[src/rtl/parking_pkg.sv]
// Shared types and default constants for the parking gate arbiter.
package parking_pkg;

  localparam int unsigned DEF_CAPACITY     = 8;
  localparam int unsigned DEF_OPEN_CYCLES  = 4;
  localparam int unsigned DEF_HOLD_CYCLES  = 10;
  localparam int unsigned DEF_CLOSE_CYCLES = 4;
  localparam int unsigned DEF_DENY_CYCLES  = 6;

  localparam logic [31:0] DEF_AUTH_TAG_A = 32'h1234_5678;
  localparam logic [31:0] DEF_AUTH_TAG_B = 32'hCAFE_0001;

  localparam int unsigned OCC_W   = 4;
  localparam int unsigned STATE_W = 3;
  localparam int unsigned TAG_W   = 32;

  typedef enum logic [STATE_W-1:0] {
    IDLE    = 3'd0,
    OPENING = 3'd1,
    HOLD    = 3'd2,
    CLOSING = 3'd3,
    DENY    = 3'd4
  } state_t;

  typedef enum logic {
    DIR_ENTRY = 1'b0,
    DIR_EXIT  = 1'b1
  } dir_t;

  // Phase timer width: wide enough for the longest of the four phases.
  function automatic int unsigned timer_width(input int unsigned a, input int unsigned b,
                                              input int unsigned c, input int unsigned d);
    int unsigned m;
    m = a;
    if (b > m) m = b;
    if (c > m) m = c;
    if (d > m) m = d;
    return $clog2(m + 1);
  endfunction

endpackage

[src/rtl/parking_phase_timer.sv]
// Loadable down-counter shared by all timed gate phases; done_c when it reaches zero.
module parking_phase_timer #(
  parameter int unsigned W = 4
) (
  input  logic         clk,
  input  logic         reset_n,
  input  logic         load,
  input  logic [W-1:0] load_val,
  output logic         done_c
);

  logic [W-1:0] count;

  always_ff @(posedge clk) begin
    if (!reset_n) begin
      count <= '0;
    end else if (load) begin
      count <= load_val;
    end else if (count != '0) begin
      count <= count - W'(1);
    end
  end

  assign done_c = (count == '0);

endmodule

[src/rtl/parking_gate_arbiter.sv]
// Shared barrier gate controller: entry/exit arbitration, phase sequencing,
// occupancy tracking and status LEDs. Outputs are registered from the state.
module parking_gate_arbiter
  import parking_pkg::*;
#(
  parameter int unsigned CAPACITY     = DEF_CAPACITY,
  parameter int unsigned OPEN_CYCLES  = DEF_OPEN_CYCLES,
  parameter int unsigned HOLD_CYCLES  = DEF_HOLD_CYCLES,
  parameter int unsigned CLOSE_CYCLES = DEF_CLOSE_CYCLES,
  parameter int unsigned DENY_CYCLES  = DEF_DENY_CYCLES,
  parameter logic [31:0] AUTH_TAG_A   = DEF_AUTH_TAG_A,
  parameter logic [31:0] AUTH_TAG_B   = DEF_AUTH_TAG_B
) (
  input  logic                clk,
  input  logic                reset_n,
  input  logic                entry_req,
  input  logic [TAG_W-1:0]    entry_tag,
  input  logic                exit_req,
  input  logic                gate_passed,
  output logic                gate_open,
  output logic                grant_entry,
  output logic                grant_exit,
  output logic                deny_entry,
  output logic                GREEN_LED,
  output logic                RED_LED,
  output logic [OCC_W-1:0]    occupancy,
  output logic                full,
  output logic [STATE_W-1:0]  state_dbg
);

  localparam int unsigned TIMER_W =
    timer_width(OPEN_CYCLES, HOLD_CYCLES, CLOSE_CYCLES, DENY_CYCLES);

  state_t             state;
  state_t             next_state_c;
  dir_t               dir;
  dir_t               last_served;
  logic               timer_load_c;
  logic [TIMER_W-1:0] timer_val_c;
  logic               timer_done_c;
  logic [OCC_W-1:0]   occ_next_c;
  logic               serve_exit_c;
  logic               serve_entry_c;
  logic               entry_ok_c;
  logic               grant_entry_pend;
  logic               grant_exit_pend;
  logic               deny_pend;

  parking_phase_timer #(.W(TIMER_W)) u_timer (
    .clk      (clk),
    .reset_n  (reset_n),
    .load     (timer_load_c),
    .load_val (timer_val_c),
    .done_c   (timer_done_c)
  );

  // Arbitration: a full lot hands priority to the exit, otherwise round-robin.
  assign serve_exit_c  = (state == IDLE) && exit_req &&
                         (!entry_req || full || (last_served == DIR_ENTRY));
  assign serve_entry_c = (state == IDLE) && entry_req && !serve_exit_c;
  assign entry_ok_c    = ((entry_tag == AUTH_TAG_A) || (entry_tag == AUTH_TAG_B)) && !full;

  // Next state; every state change reloads the phase timer for the new phase.
  always_comb begin
    next_state_c = state;
    timer_load_c = 1'b0;
    timer_val_c  = '0;
    case (state)
      IDLE: begin
        if (serve_exit_c || (serve_entry_c && entry_ok_c)) begin
          next_state_c = OPENING;
          timer_load_c = 1'b1;
          timer_val_c  = TIMER_W'(OPEN_CYCLES - 1);
        end else if (serve_entry_c) begin
          next_state_c = DENY;
          timer_load_c = 1'b1;
          timer_val_c  = TIMER_W'(DENY_CYCLES - 1);
        end
      end
      OPENING: if (timer_done_c) begin
        next_state_c = HOLD;
        timer_load_c = 1'b1;
        timer_val_c  = TIMER_W'(HOLD_CYCLES - 1);
      end
      HOLD: if (gate_passed || timer_done_c) begin
        next_state_c = CLOSING;
        timer_load_c = 1'b1;
        timer_val_c  = TIMER_W'(CLOSE_CYCLES - 1);
      end
      CLOSING: if (timer_done_c) next_state_c = IDLE;
      DENY:    if (timer_done_c) next_state_c = IDLE;
      default: next_state_c = IDLE;
    endcase
  end

  // Saturating count update on a confirmed pass through the gate.
  always_comb begin
    occ_next_c = occupancy;
    if ((state == HOLD) && gate_passed) begin
      if ((dir == DIR_ENTRY) && (occupancy < OCC_W'(CAPACITY))) begin
        occ_next_c = occupancy + OCC_W'(1);
      end else if ((dir == DIR_EXIT) && (occupancy != '0)) begin
        occ_next_c = occupancy - OCC_W'(1);
      end
    end
  end

  always_ff @(posedge clk) begin
    if (!reset_n) begin
      state            <= IDLE;
      dir              <= DIR_EXIT;
      last_served      <= DIR_EXIT;
      occupancy        <= '0;
      full             <= 1'b0;
      grant_entry_pend <= 1'b0;
      grant_exit_pend  <= 1'b0;
      deny_pend        <= 1'b0;
      grant_entry      <= 1'b0;
      grant_exit       <= 1'b0;
      deny_entry       <= 1'b0;
      gate_open        <= 1'b0;
      GREEN_LED        <= 1'b0;
      RED_LED          <= 1'b0;
    end else begin
      state     <= next_state_c;
      occupancy <= occ_next_c;
      full      <= (occ_next_c == OCC_W'(CAPACITY));
      if ((state == IDLE) && (next_state_c != IDLE)) begin
        dir         <= serve_exit_c ? DIR_EXIT : DIR_ENTRY;
        last_served <= serve_exit_c ? DIR_EXIT : DIR_ENTRY;
      end
      // Pulses are staged one cycle so they line up with gate_open.
      grant_entry_pend <= (state == IDLE) && (next_state_c == OPENING) && !serve_exit_c;
      grant_exit_pend  <= (state == IDLE) && (next_state_c == OPENING) && serve_exit_c;
      deny_pend        <= (state == IDLE) && (next_state_c == DENY);
      grant_entry      <= grant_entry_pend;
      grant_exit       <= grant_exit_pend;
      deny_entry       <= deny_pend;
      gate_open        <= (state == OPENING) || (state == HOLD);
      GREEN_LED        <= (state == OPENING) || (state == HOLD);
      RED_LED          <= (state == DENY) || ((state == IDLE) && full);
    end
  end

  assign state_dbg = state;

endmodule

[config.mk]
export PLATFORM = sky130hd
export DESIGN_NAME = parking_gate_arbiter
export DESIGN_NICKNAME = d
export VERILOG_FILES = /design/src/rtl/parking_pkg.sv /design/src/rtl/parking_phase_timer.sv /design/src/rtl/parking_gate_arbiter.sv
export SDC_FILE = /design/constraint.sdc
export NUM_CORES = 1
export LEC_CHECK = 0
export ABC_CLOCK_PERIOD_IN_PS = 5180
export CORE_ASPECT_RATIO = 1.5
export CORE_MARGIN = 5
export CORE_UTILIZATION = 35
export CTS_CLUSTER_SIZE = 10
export DETAILED_ROUTE_END_ITERATION = 8
export GPL_ROUTABILITY_DRIVEN = 0
export PLACE_DENSITY = 0.68
export SLEW_MARGIN = 20
export SYNTH_ARGS = -nofsm -noshare
export SYNTH_HDL_FRONTEND = slang
export SYNTH_SLANG_ARGS = --single-unit
[constraint.sdc]
create_clock -name clk -period 5.18 [get_ports clk]
set_input_delay 1.295 -clock clk [delete_from_list [all_inputs] [get_ports clk]]
set_output_delay 1.295 -clock clk [all_outputs]
set_load 0.02 [all_outputs]
# Yosys cells after proc, flatten, opt, wreduce, memory -nomap -nowiden
# Cells that the tools add are included.
# totals
reg_bits,21
input_bits,37
output_inout_bits,14
word_cells,81
# op_classes
add_sub_neg,3
magnitude_cmp,1
eq_ne,9
mux,22
bitwise_logic,1
n_reduce_logical,32
# op_table
operator,count
$eq A32 B29 Y1 const B,1
$eq A32 B32 Y1 const B,1
$mux W4,6
$mux W3,7
$logic_and A1 B1 Y1,15
$pmux W3 S4,1
$pmux W4 S3,1
$reduce_bool A4 Y1,2
$sub A4 B1 Y4 const B,2
$logic_or A1 B1 Y1,7
$eq A3 B1 Y1 const B,2
$eq A3 B2 Y1 const B,2
$eq A3 B3 Y1 const B,2
$mux W1,5
$add A4 B1 Y4 const B,1
$eq A4 B4 Y1 const B,1
$logic_not A4 Y1,1
$lt A4 B4 Y1 const B,1
$logic_not A1 Y1,3
$logic_not A3 Y1,1
$pmux W1 S3,1
$reduce_bool A3 Y1,1
$mux W2,1
$reduce_bool A2 Y1,1
other kinds (2),2

# Depth between registers and ports, before layout
# Gate-level depths: netlist of run 1.
# depth
depth_word,13
ltp_mapped,7

# By module
# From an unflattened synthesis of run 1, not the netlist that was laid out.
# hier_totals
hier_cells,146
hier_area_um2,1266.2
# by_module_without_submodules
module,instances,cells_each,area_per_inst_um2
parking_gate_arbiter,1,123,1036.0
parking_phase_timer,1,23,230.2

# Least setup slack after synthesis of run 1
# Ideal clock, no wire load.
# synth_timing
kind,input -> register
start,in entry_tag[9]
end,reg u_timer.count[2]
arrival_ns,2.511
path_slack_ns,2.553
cell_stages,5
n_path_buf,0
path_cell_list,or4b_1 -> nor3_1 -> nand4b_1 -> a21o_1 -> a31o_1
# synth_between
elab_chain_cells,8
# synth_lines
item,line,source
start: declaration,parking_gate_arbiter.sv:17,"input logic [TAG_W-1:0] entry_tag,"
$eq A32 B29 Y1 / $eq A32 B32 Y1 (equally long branches),parking_gate_arbiter.sv:61,assign entry_ok_c = ((entry_tag == AUTH_TAG_A) || (entry_tag == AUTH_TAG_B)) && !full;
$logic_or A1 B1 Y1 *,parking_gate_arbiter.sv:61,
$logic_and A1 B1 Y1 *,parking_gate_arbiter.sv:61,
$logic_and A1 B1 Y1 *,parking_gate_arbiter.sv:70,if (serve_exit_c || (serve_entry_c && entry_ok_c)) begin
$logic_or A1 B1 Y1 *,parking_gate_arbiter.sv:70,
$mux W3 / $mux W1 (equally long branches),parking_gate_arbiter.sv:70,
$pmux W4 S3 / $pmux W1 S3 (equally long branches),parking_gate_arbiter.sv:68,case (state)
$mux W4 / $reduce_bool A2 Y1 (equally long branches),-,
end signal: assignment,parking_phase_timer.sv:18,count <= load_val;
end signal: assignment,parking_phase_timer.sv:20,count <= count - W'(1);
end: declaration,parking_phase_timer.sv:12,logic [W-1:0] count;
# Every way passes the cells marked *; elsewhere a longest branch is shown, timed or not.
# A chain may end at the register's enable or synchronous reset.

# Worst setup path in the final report of run 1
# layout_timing
start,in entry_tag[9]
end,reg state[2] (netlist: state_dbg[2])
# layout_between
elab_chain_cells,7
# layout_lines
item,line,source
$eq A32 B29 Y1 / $eq A32 B32 Y1 (equally long branches),parking_gate_arbiter.sv:61,
$logic_or A1 B1 Y1 *,parking_gate_arbiter.sv:61,
$logic_and A1 B1 Y1 *,parking_gate_arbiter.sv:61,
$logic_and A1 B1 Y1 *,parking_gate_arbiter.sv:70,
$logic_or A1 B1 Y1 *,parking_gate_arbiter.sv:70,
$mux W3 *,parking_gate_arbiter.sv:70,
$pmux W3 S4 *,parking_gate_arbiter.sv:68,
end signal: assignment,parking_gate_arbiter.sv:125,state <= next_state_c;
end: declaration,parking_gate_arbiter.sv:34,state_t state;
# Marked as above.

==> impl_metrics.csv, run 1 <==
group,metric,value,unit
floorplanning,core-area,0.00338,mm^2
power_and_ir_drop,p_leak,0.000652,uW
layout,fin_cells,233,
worst_setup_path,worst-r2r-setup-slack,3190,ps
layout,syn2layout_area_growth,46.8,%
yosys,synth_cell_type_count,49,
worst_setup_path,reg2reg_depth,7,
power_and_ir_drop,p_sw,206,uW
clock_network,clk_latency,250,ps
sta,fin_setup_tns,0,ps
route,dr.max_layer_used,"met4",
route,drc,0,
yosys,ys_ff_latch,21,
worst_setup_path,r2r_start,"occupancy[1]",
sta,final-setup-viol-count,0,
route,via_count,1278,
power_and_ir_drop,p_clk_share,18.4,%
clock_network,path_clk_slew,70,ps
clock_network,ctsHoldBuffers,0,
placed_design,dp_hpwl,2790,um
sta,skew,3.37,ps
yosys,synth_edf_count,0,
route,drt-met1-wl,1330,um
global_routing,grt_antenna_before_repair,0,
layout,drive_above_1_share,6.28,%
floorplanning,start_util,35.6,%
worst_setup_path,path_max_fanout,6,
yosys,yosysSeqAreaShare,34.9,%
run_status,status,"completed",
power_and_ir_drop,seqPwrFrac,39.3,%
route,wire_per_inst,14.7,um
layout,diodes,0,
power_and_ir_drop,power.density,324,mW/mm^2
sta,fmax,347,MHz
route,drtIter0Drc,39,
route,finalWirelength,3440,um
worst_setup_path,r2r_end,"occupancy[1]",
clock_network,cts_tree,"built",
route,ant_nets,0,
worst_setup_path,cp.arrival,3030,ps
global_routing,grt_use_total,15.0,%
clock_network,ctsResizeCount,0,
min_path,hp-start,"grant_exit_pend",
route,vias_per_cell,5.48,
placed_design,io_buffers,50,
layout,final_common_cell,"clkdlybuf4s50_1",
power_and_ir_drop,peakVddDrop,0.176,mV
clock_network,root_buffer,"clkbuf_8",
sta,layout_min_cycle_time,2880,ps
global_routing,grt_pass1_vias,1328,
run,drv_cap,0,
route,drt_pass1_iterations,4,
worst_setup_path,crit_path_end_kind,"flip-flop",
power_and_ir_drop,power,573,uW
clock_network,post_cts_buffers,0,
clock_network,cts_buffers,3,
yosys,synth_compound_area_share,16.5,%
clock_network,clockBufferDepth,2,
worst_setup_path,worst_setup_path_endpoint,"state_dbg[2]",
min_path,hp-class,"reg -> reg",
worst_setup_path,crit_start,"entry_tag[9]",
yosys,synth-simple-area-share,36.0,%
floorplanning,io-pin-count,51,
clock_network,cts_sinks,21,
clock_network,htreeDepth,1,
yosys,avgSynthCellArea,8.37,um^2
layout,num-nets-final,232,
yosys,synthAdderAreaFrac,3.12,%
floorplanning,die_area,0.00474,mm^2
sta,period_share,55.6,%
layout,fin_util,52.3,%
yosys,yosysTopAreaCell,"dfxtp_1",
worst_setup_path,cp-start-kind,"input port",
global_routing,grt_pass1_wl,5630,um
sta,rsz0062_at_grt,"false",
yosys,async_reset_ff_share,0,%
floorplanning,die_w,57.9,um
yosys,synthCells,144,
yosys,syn_area,0.00120,mm^2
yosys,synth.area.mux_share,0.831,%
yosys,synth-main-ff-cell,"dfxtp_1",
worst_setup_path,cp.required,5330,ps
layout,layout_common_cells,"50 x clkdlybuf4s50_1, 21 x dfxtp_1, 13 x nor2_1, 9 x inv_1, 9 x o21ai_0",
yosys,synth_area_leaders,"dfxtp_1 35%, nor2_1 4.0%, o21ai_0 3.7%, and2_1 3.1%, ha_1 3.1%",
sta,drv_slew,0,
global_routing,grt_overflow,0,
yosys,yosysWarnings,0,
yosys,synth_top_family_by_area,"simple AND/OR/NAND/NOR gates",
sta,maxSlewHeadroom,55.3,%
placed_design,dpl.cell_count,229,
sta,finalHoldViolations,0,
yosys,syn_nets,184,
sta,worst_pin_slew,665,ps
yosys,synth_top_area_share,34.9,%
power_and_ir_drop,p_int,367,uW
route,wl_met2,1640,um
worst_setup_path,crit_type,"in -> reg",
floorplanning,die_height,81.9,um
route,met3_length,388,um
floorplanning,rows,26,
power_and_ir_drop,p_sw_share,35.9,%
power_and_ir_drop,p_comb_share,42.3,%
yosys,synth-xor-area-share,2.91,%
global_routing,grt_max_degree,17,
[logic make-up (layout without fill, tap and decap cells)]
family | after synthesis | in the layout
AO/OA/AOI/OAI | 30 | 30
XOR/XNOR | 4 | 4
flip-flops | 21 | 21
adder cells (fa/ha/maj) | 3 | 3
AND/OR/NAND/NOR | 69 | 69
buffers and inverters | 16 | 63
multiplexers | 1 | 1
[how the worst min path moves through the flow]
stage | end | cells past startpoint | slack, ps
global placement | grant_exit | 1 | 420
finish | grant_exit | 1 | 440
CTS | grant_exit | 1 | 440
global route | grant_entry | 1 | 480
detailed placement | grant_exit | 1 | 420
floorplan | grant_entry | 1 | 410
[layer usage]
layer  vias up  track usage [%]
li1        624                -
met4         0             5.57
met2        69             28.4
met3         8             4.40
met1       577             15.2
met5         -                0
[layout make-up]
| cell class | count | area (um^2) |
|---|---|---|
| well taps | 42 | 52.6 |
| inverters | 9 | 33.8 |
| clock buffers | 3 | 41.3 |
| clock inverters | 1 | 5.00 |
| flip-flops and latches | 21 | 420 |
| repair buffers | 50 | 500 |
| multi-input cells | 107 | 716 |
| fillers | 329 | 1610 |
[critical path: stages]
cell and delay (ps):
clkdlybuf4s50_1 410, or4b_1 520, nor3_1 190, nand4b_1 130
a21o_1 260, a31o_1 230
[Yosys cell counts, types with 2 or more instances]
master	number
nand3_1	3
nand4_1	5
nor4_1	5
nand3b_1	3
a21oi_1	7
buf_2	3
nor3_1	4
nand2_1	5
and2_1	6
and3_1	3
nand2b_1	3
nor3b_1	4
or3_1	2
a31o_1	2
xnor2_1	3
nor2_1	13
inv_1	9
dfxtp_1	21
and4b_1	2
o21ai_0	9
ha_1	3
clkbuf_1	2
[per-stage QoR]
stage	cell area [um^2]	worst slack, ps	hold WS, ps
4_1_cts	1770	2300	444
6_report	1770	2300	437
2_1_floorplan	1200	2550	406
3_3_place_gp	1720	2070	424
3_5_place_dp	1720	2030	424
5_1_grt	1770	2220	476
[power groups by stage]
stage	combinational [uW]	clock, uW	sequential, uW
after floorplan	165	0	221
after global placement	235	0	228
after detailed placement	244	0	229
after CTS	244	108	225
after global routing	269	116	231
final	242	105	225
[state kept, by name (all words and copies together), names as in the netlist]
signal            flops
GREEN_LED             1
RED_LED               1
deny_entry            1
deny_pend             1
full                  1
grant_entry           1
grant_entry_pend      1
grant_exit            1
grant_exit_pend       1
last_served           1
occupancy             4
state_dbg             3
u_timer.count         4
Power figures use the tool's default switching activity.
==> run 2: changes to the inputs <==
ABC_CLOCK_PERIOD_IN_PS = 2600   (was 5180)
PLACE_DENSITY = 0.71   (was 0.68)
clock period = 2.6 ns   (was 5.18 ns; I/O delays follow)
==> impl_metrics.csv, run 2 (same netlist as run 1, synthesis figures left out) <==
group,metric,value,unit
run_status,status,"completed",
clock_network,clk_latency,260,ps
floorplanning,rows,26,
placed_design,io_buffers,50,
global_routing,grt_util_met3,5.03,%
clock_network,root_buffer,"clkbuf_8",
power_and_ir_drop,p_sw,415,uW
power_and_ir_drop,p_comb_share,43.7,%
route,wire_per_inst,14.7,um
clock_network,cts_tree,"built",
route,via_count,1305,
global_routing,grt_pass1_wl,5800,um
global_routing,grt_max_degree,16,
global_routing,grt_overflow,0,
sta,final-setup-viol-count,0,
clock_network,cts_sinks,21,
run,drv_cap,0,
global_routing,gr-usage-met1,17.1,%
layout,num-nets-final,235,
worst_setup_path,crit_path_end_kind,"flip-flop",
sta,finalHoldViolations,0,
min_path,hp-class,"reg -> reg",
layout,final_common_cell,"clkdlybuf4s50_1",
sta,drv_slew,0,
sta,fin_setup_tns,0,ps
layout,diodes,0,
clock_network,clockBufferDepth,2,
sta,fin_hold_ws,442,ps
power_and_ir_drop,power.density,657,mW/mm^2
clock_network,ctsResizeCount,0,
worst_setup_path,cp.required,2760,ps
worst_setup_path,crit_slowest_cell,"or4b_1",
placed_design,dp_hpwl,2760,um
power_and_ir_drop,seqPwrFrac,38.4,%
clock_network,post_cts_buffers,0,
global_routing,grt_pass1_vias,1310,
sta,maxSlewHeadroom,74.8,%
sta,period_share,86.6,%
sta,skew,3.75,ps
power_and_ir_drop,p_sw_share,35.3,%
clock_network,htreeDepth,1,
sta,fmax,444,MHz
worst_setup_path,cpPeakStageDelay,520,ps
global_routing,grt_most_used_layer,"met2",
clock_network,cts_buffers,3,
route,drtIter0Drc,70,
worst_setup_path,cp-start-kind,"input port",
floorplanning,die_area,0.00474,mm^2
floorplanning,start_util,35.6,%
layout,drive_above_1_share,7.22,%
route,drc,0,
floorplanning,io-pin-count,51,
clock_network,ctsHoldBuffers,0,
sta,rsz0062_at_grt,"false",
floorplanning,die_height,81.9,um
floorplanning,core-area,0.00338,mm^2
route,vias_per_cell,5.53,
route,drt_pass1_iterations,5,
worst_setup_path,cp.arrival,2410,ps
power_and_ir_drop,p_clk_share,17.9,%
worst_setup_path,path_cells,"clkdlybuf4s50_1, or4b_1, nor3_1, nand4b_1, a21o_1, a31o_1",
floorplanning,die_w,57.9,um
route,finalWirelength,3470,um
layout,num-fill-cells,309,
worst_setup_path,path_max_fanout,6,
global_routing,grt_use_total,15.5,%
layout,syn2layout_area_growth,48.6,%
power_and_ir_drop,p_leak,0.000663,uW
clock_network,path_clk_slew,70,ps
layout,layout_common_cells,"50 x clkdlybuf4s50_1, 21 x dfxtp_1, 13 x nor2_1, 9 x inv_1, 9 x o21ai_0",
sta,worst_pin_slew,375,ps
global_routing,grt_antenna_before_repair,0,
route,ant_nets,0,
power_and_ir_drop,peakVddDrop,0.307,mV
power_and_ir_drop,p_int,760,uW
worst_setup_path,crit_type,"in -> reg",
global_routing,grt_use_met2,27.6,%
sta,layout_min_cycle_time,2250,ps
==> run 2: changes by cell type in the layout (fill, tap and decap cells not counted), sizes merged <==
cell    before  now
clkbuf       3    4
clkinv       1    0
buf          0    3
==> run 2: critical path: cells and delay by family <==
family          cells  cell delay, ps
compound gates      2             490
buf+inv             1             410
simple gates        3             850
==> run 2: layout make-up <==
class                           count  area (um^2)  area share (%)
Sequential cell                    21          420            23.5
Tap cell                           42         52.6            2.94
Timing Repair Buffer               53          523            29.2
Inverter                            9         33.8            1.89
Clock buffer                        4         45.0            2.52
Multi-Input combinational cell    107          716            40.0
==> run 2: metal layers <==
metal	part of all wire [%]	wire length [um]	vias to the layer above
li1	-	-	628
met1	40	1400	597
met2	47	1630	78
met3	12	418	2
met4	0.46	16	0
met5	0	0	-
==> run 2: power groups by stage <==
| stage | clock, uW | combinational (uW) | sequential (uW) |
|---|---|---|---|
| after detailed placement | 0 | 511 | 459 |
| after CTS | 216 | 513 | 452 |
| after global routing | 230 | 561 | 462 |
| final | 210 | 514 | 451 |
| after global placement | 0 | 493 | 456 |
| after floorplan | 0 | 328 | 441 |
==> run 2: path summary, 6_finish.rpt <==
path | cells past startpoint | slack [ps] | endpoint | from
max | 6 | 350 | state_dbg[2] | entry_tag[9]
min | 1 | 440 | grant_exit | grant_exit_pend
max reg2reg | 7 | 650 | occupancy[1] | occupancy[1]
min reg2reg | 1 | 440 | grant_exit | grant_exit_pend
==> run 2: metrics by stage <==
stage / instance area, um^2 / std cells / utilization [%] / worst slack (ps) / power [uW]
final: 1790 / 236 / 52.9 / 348 / 1180
after global routing: 1790 / 236 / 52.9 / 261 / 1250
after CTS: 1790 / 236 / 52.9 / 361 / 1180
after detailed placement: 1750 / 232 / 51.6 / 101 / 970
after global placement: 1750 / 232 / 51.6 / 115 / 949
after floorplan: 1200 / 144 / - / 618 / 769
==> run 3: changes to the inputs <==
ABC_CLOCK_PERIOD_IN_PS = 2410   (was 2600)
HOLD_SLACK_MARGIN = 0.12   (was not set)
PLACE_DENSITY = 0.68   (was 0.71)
clock period = 2.41 ns   (was 2.6 ns; I/O delays follow)
==> impl_metrics.csv, run 3 (same netlist as run 1, synthesis figures left out) <==
group,metric,value,unit
run_status,status,"completed",
worst_setup_path,critPathBufInv,1,
sta,layout_min_cycle_time,2200,ps
power_and_ir_drop,power,1270,uW
clock_network,post_cts_buffers,0,
route,ant_nets,0,
layout,diodes,0,
worst_setup_path,cp.required,2560,ps
clock_network,clk_latency,260,ps
floorplanning,rows,26,
sta,fmax,455,MHz
route,vias_per_cell,5.46,
route,drc,0,
route,drtIter0Drc,48,
placed_design,io_buffers,50,
sta,drv_slew,0,
sta,finalHoldViolations,0,
sta,rsz0062_at_grt,"false",
clock_network,root_buffer,"clkbuf_8",
run,drv_cap,0,
worst_setup_path,path_cells,"clkdlybuf4s50_1, or4b_1, nor3_1, nand4b_1, a21o_1, a31o_1",
power_and_ir_drop,power.density,703,mW/mm^2
placed_design,post-place-ws,-53.7,ps
global_routing,grt_max_degree,16,
sta,fin_ws,212,ps
worst_setup_path,cp_top_family,"simple AND/OR/NAND/NOR gates",
floorplanning,die_w,57.9,um
worst_setup_path,cp-start-kind,"input port",
floorplanning,io-pin-count,51,
sta,skew,6.32,ps
power_and_ir_drop,peakVddDrop,0.442,mV
worst_setup_path,crit_slowest_cell,"or4b_1",
clock_network,path_clk_slew,70,ps
worst_setup_path,worst-r2r-setup-slack,380,ps
layout,fin_util,53.4,%
min_path,hp-class,"reg -> reg",
clock_network,clockBufferDepth,2,
worst_setup_path,crit_path_end_kind,"flip-flop",
placed_design,dp_hpwl,2870,um
clock_network,cts_sinks,21,
layout,syn2layout_area_growth,49.9,%
floorplanning,start_util,35.6,%
clock_network,htreeDepth,1,
worst_setup_path,crit_start,"entry_tag[9]",
placed_design,place_area,0.00176,mm^2
route,wire_per_inst,14.9,um
layout,final_common_cell,"clkdlybuf4s50_1",
route,via_count,1299,
floorplanning,die_height,81.9,um
layout,num-nets-final,237,
worst_setup_path,r2r_start,"occupancy[1]",
worst_setup_path,cp.arrival,2350,ps
sta,fin_hold_ws,443,ps
floorplanning,core-area,0.00338,mm^2
clock_network,cts_tree,"built",
layout,layout_common_cells,"50 x clkdlybuf4s50_1, 21 x dfxtp_1, 13 x nor2_1, 9 x inv_1, 9 x o21ai_0",
route,drt_pass1_iterations,4,
layout,drive_above_1_share,8.67,%
worst_setup_path,cpPeakStageDelay,530,ps
sta,period_share,91.2,%
global_routing,grt_pass1_wl,5530,um
global_routing,grt_overflow,0,
global_routing,grt_use_total,15.1,%
worst_setup_path,reg2reg_depth,7,
layout,final_area,0.00181,mm^2
global_routing,grt_antenna_before_repair,0,
global_routing,grt_pass1_vias,1296,
sta,maxSlewHeadroom,71.1,%
clock_network,ctsResizeCount,0,
min_path,hp-start,"grant_entry_pend",
min_path,whs_path_depth,1,
route,finalWirelength,3550,um
clock_network,cts_buffers,3,
floorplanning,die_area,0.00474,mm^2
min_path,worstHoldEndpoint,"grant_entry",
worst_setup_path,path_max_fanout,6,
clock_network,ctsHoldBuffers,0,
worst_setup_path,r2r_end,"full",
sta,worst_pin_slew,429,ps
worst_setup_path,crit_type,"in -> reg",
power_and_ir_drop,p_leak,0.000676,uW
sta,final-setup-viol-count,0,
-- run 3: report_power, final --
group	switching, uW	leakage, uW	internal, uW
sequential	74.9	0.000172	410
combinational	262	0.000479	297
clock	111	0.0000255	115
total	448	0.000676	822
-- run 3: area by class of cell --
| type | instances | area (um^2) |
|---|---|---|
| tap | 42 | 52.6 |
| fill | 329 | 1580 |
| multi-input combinational | 107 | 716 |
| inverter | 9 | 33.8 |
| clock buffer | 3 | 41.3 |
| sequential | 21 | 420 |
| timing repair buffer | 55 | 538 |
| clock inverter | 1 | 5.00 |
-- run 3: how the worst max path moves through the flow --
stage | end | slack [ps] | depth (start not counted)
after floorplan | u_timer.count[2] | 480 | 5
after detailed placement | state_dbg[2] | -50 | 6
final | state_dbg[2] | 210 | 6
after CTS | state_dbg[2] | 210 | 6
after global routing | full | 150 | 6
after global placement | state_dbg[2] | -8 | 6
-- run 3: per-layer routing --
| layer | GRT usage [%] | share of wire (%) | up-vias |
|---|---|---|---|
| met3 | 5.19 | 11 | 7 |
| met4 | 6.96 | 2.2 | 0 |
| met5 | 0 | 0 | - |
| met2 | 29.2 | 50 | 68 |
| li1 | - | - | 635 |
| met1 | 13.8 | 37 | 589 |
-- run 3: worst register-to-register path, stage by stage (launching register included) --
cell     delay, ps
dfxtp_1        370
inv_1          130
ha_1           240
or3b_2         490
a21oi_1        160
nor2_1          60
xnor2_1        140
nor4_1         320
-- run 3: through the flow --
| step | cells | TNS (ps) |
|---|---|---|
| floorplan | 144 | 0 |
| global placement | 234 | -20.5 |
| detailed placement | 234 | -155 |
| CTS | 238 | 0 |
| global route | 238 | 0 |
| finish | 238 | 0 |
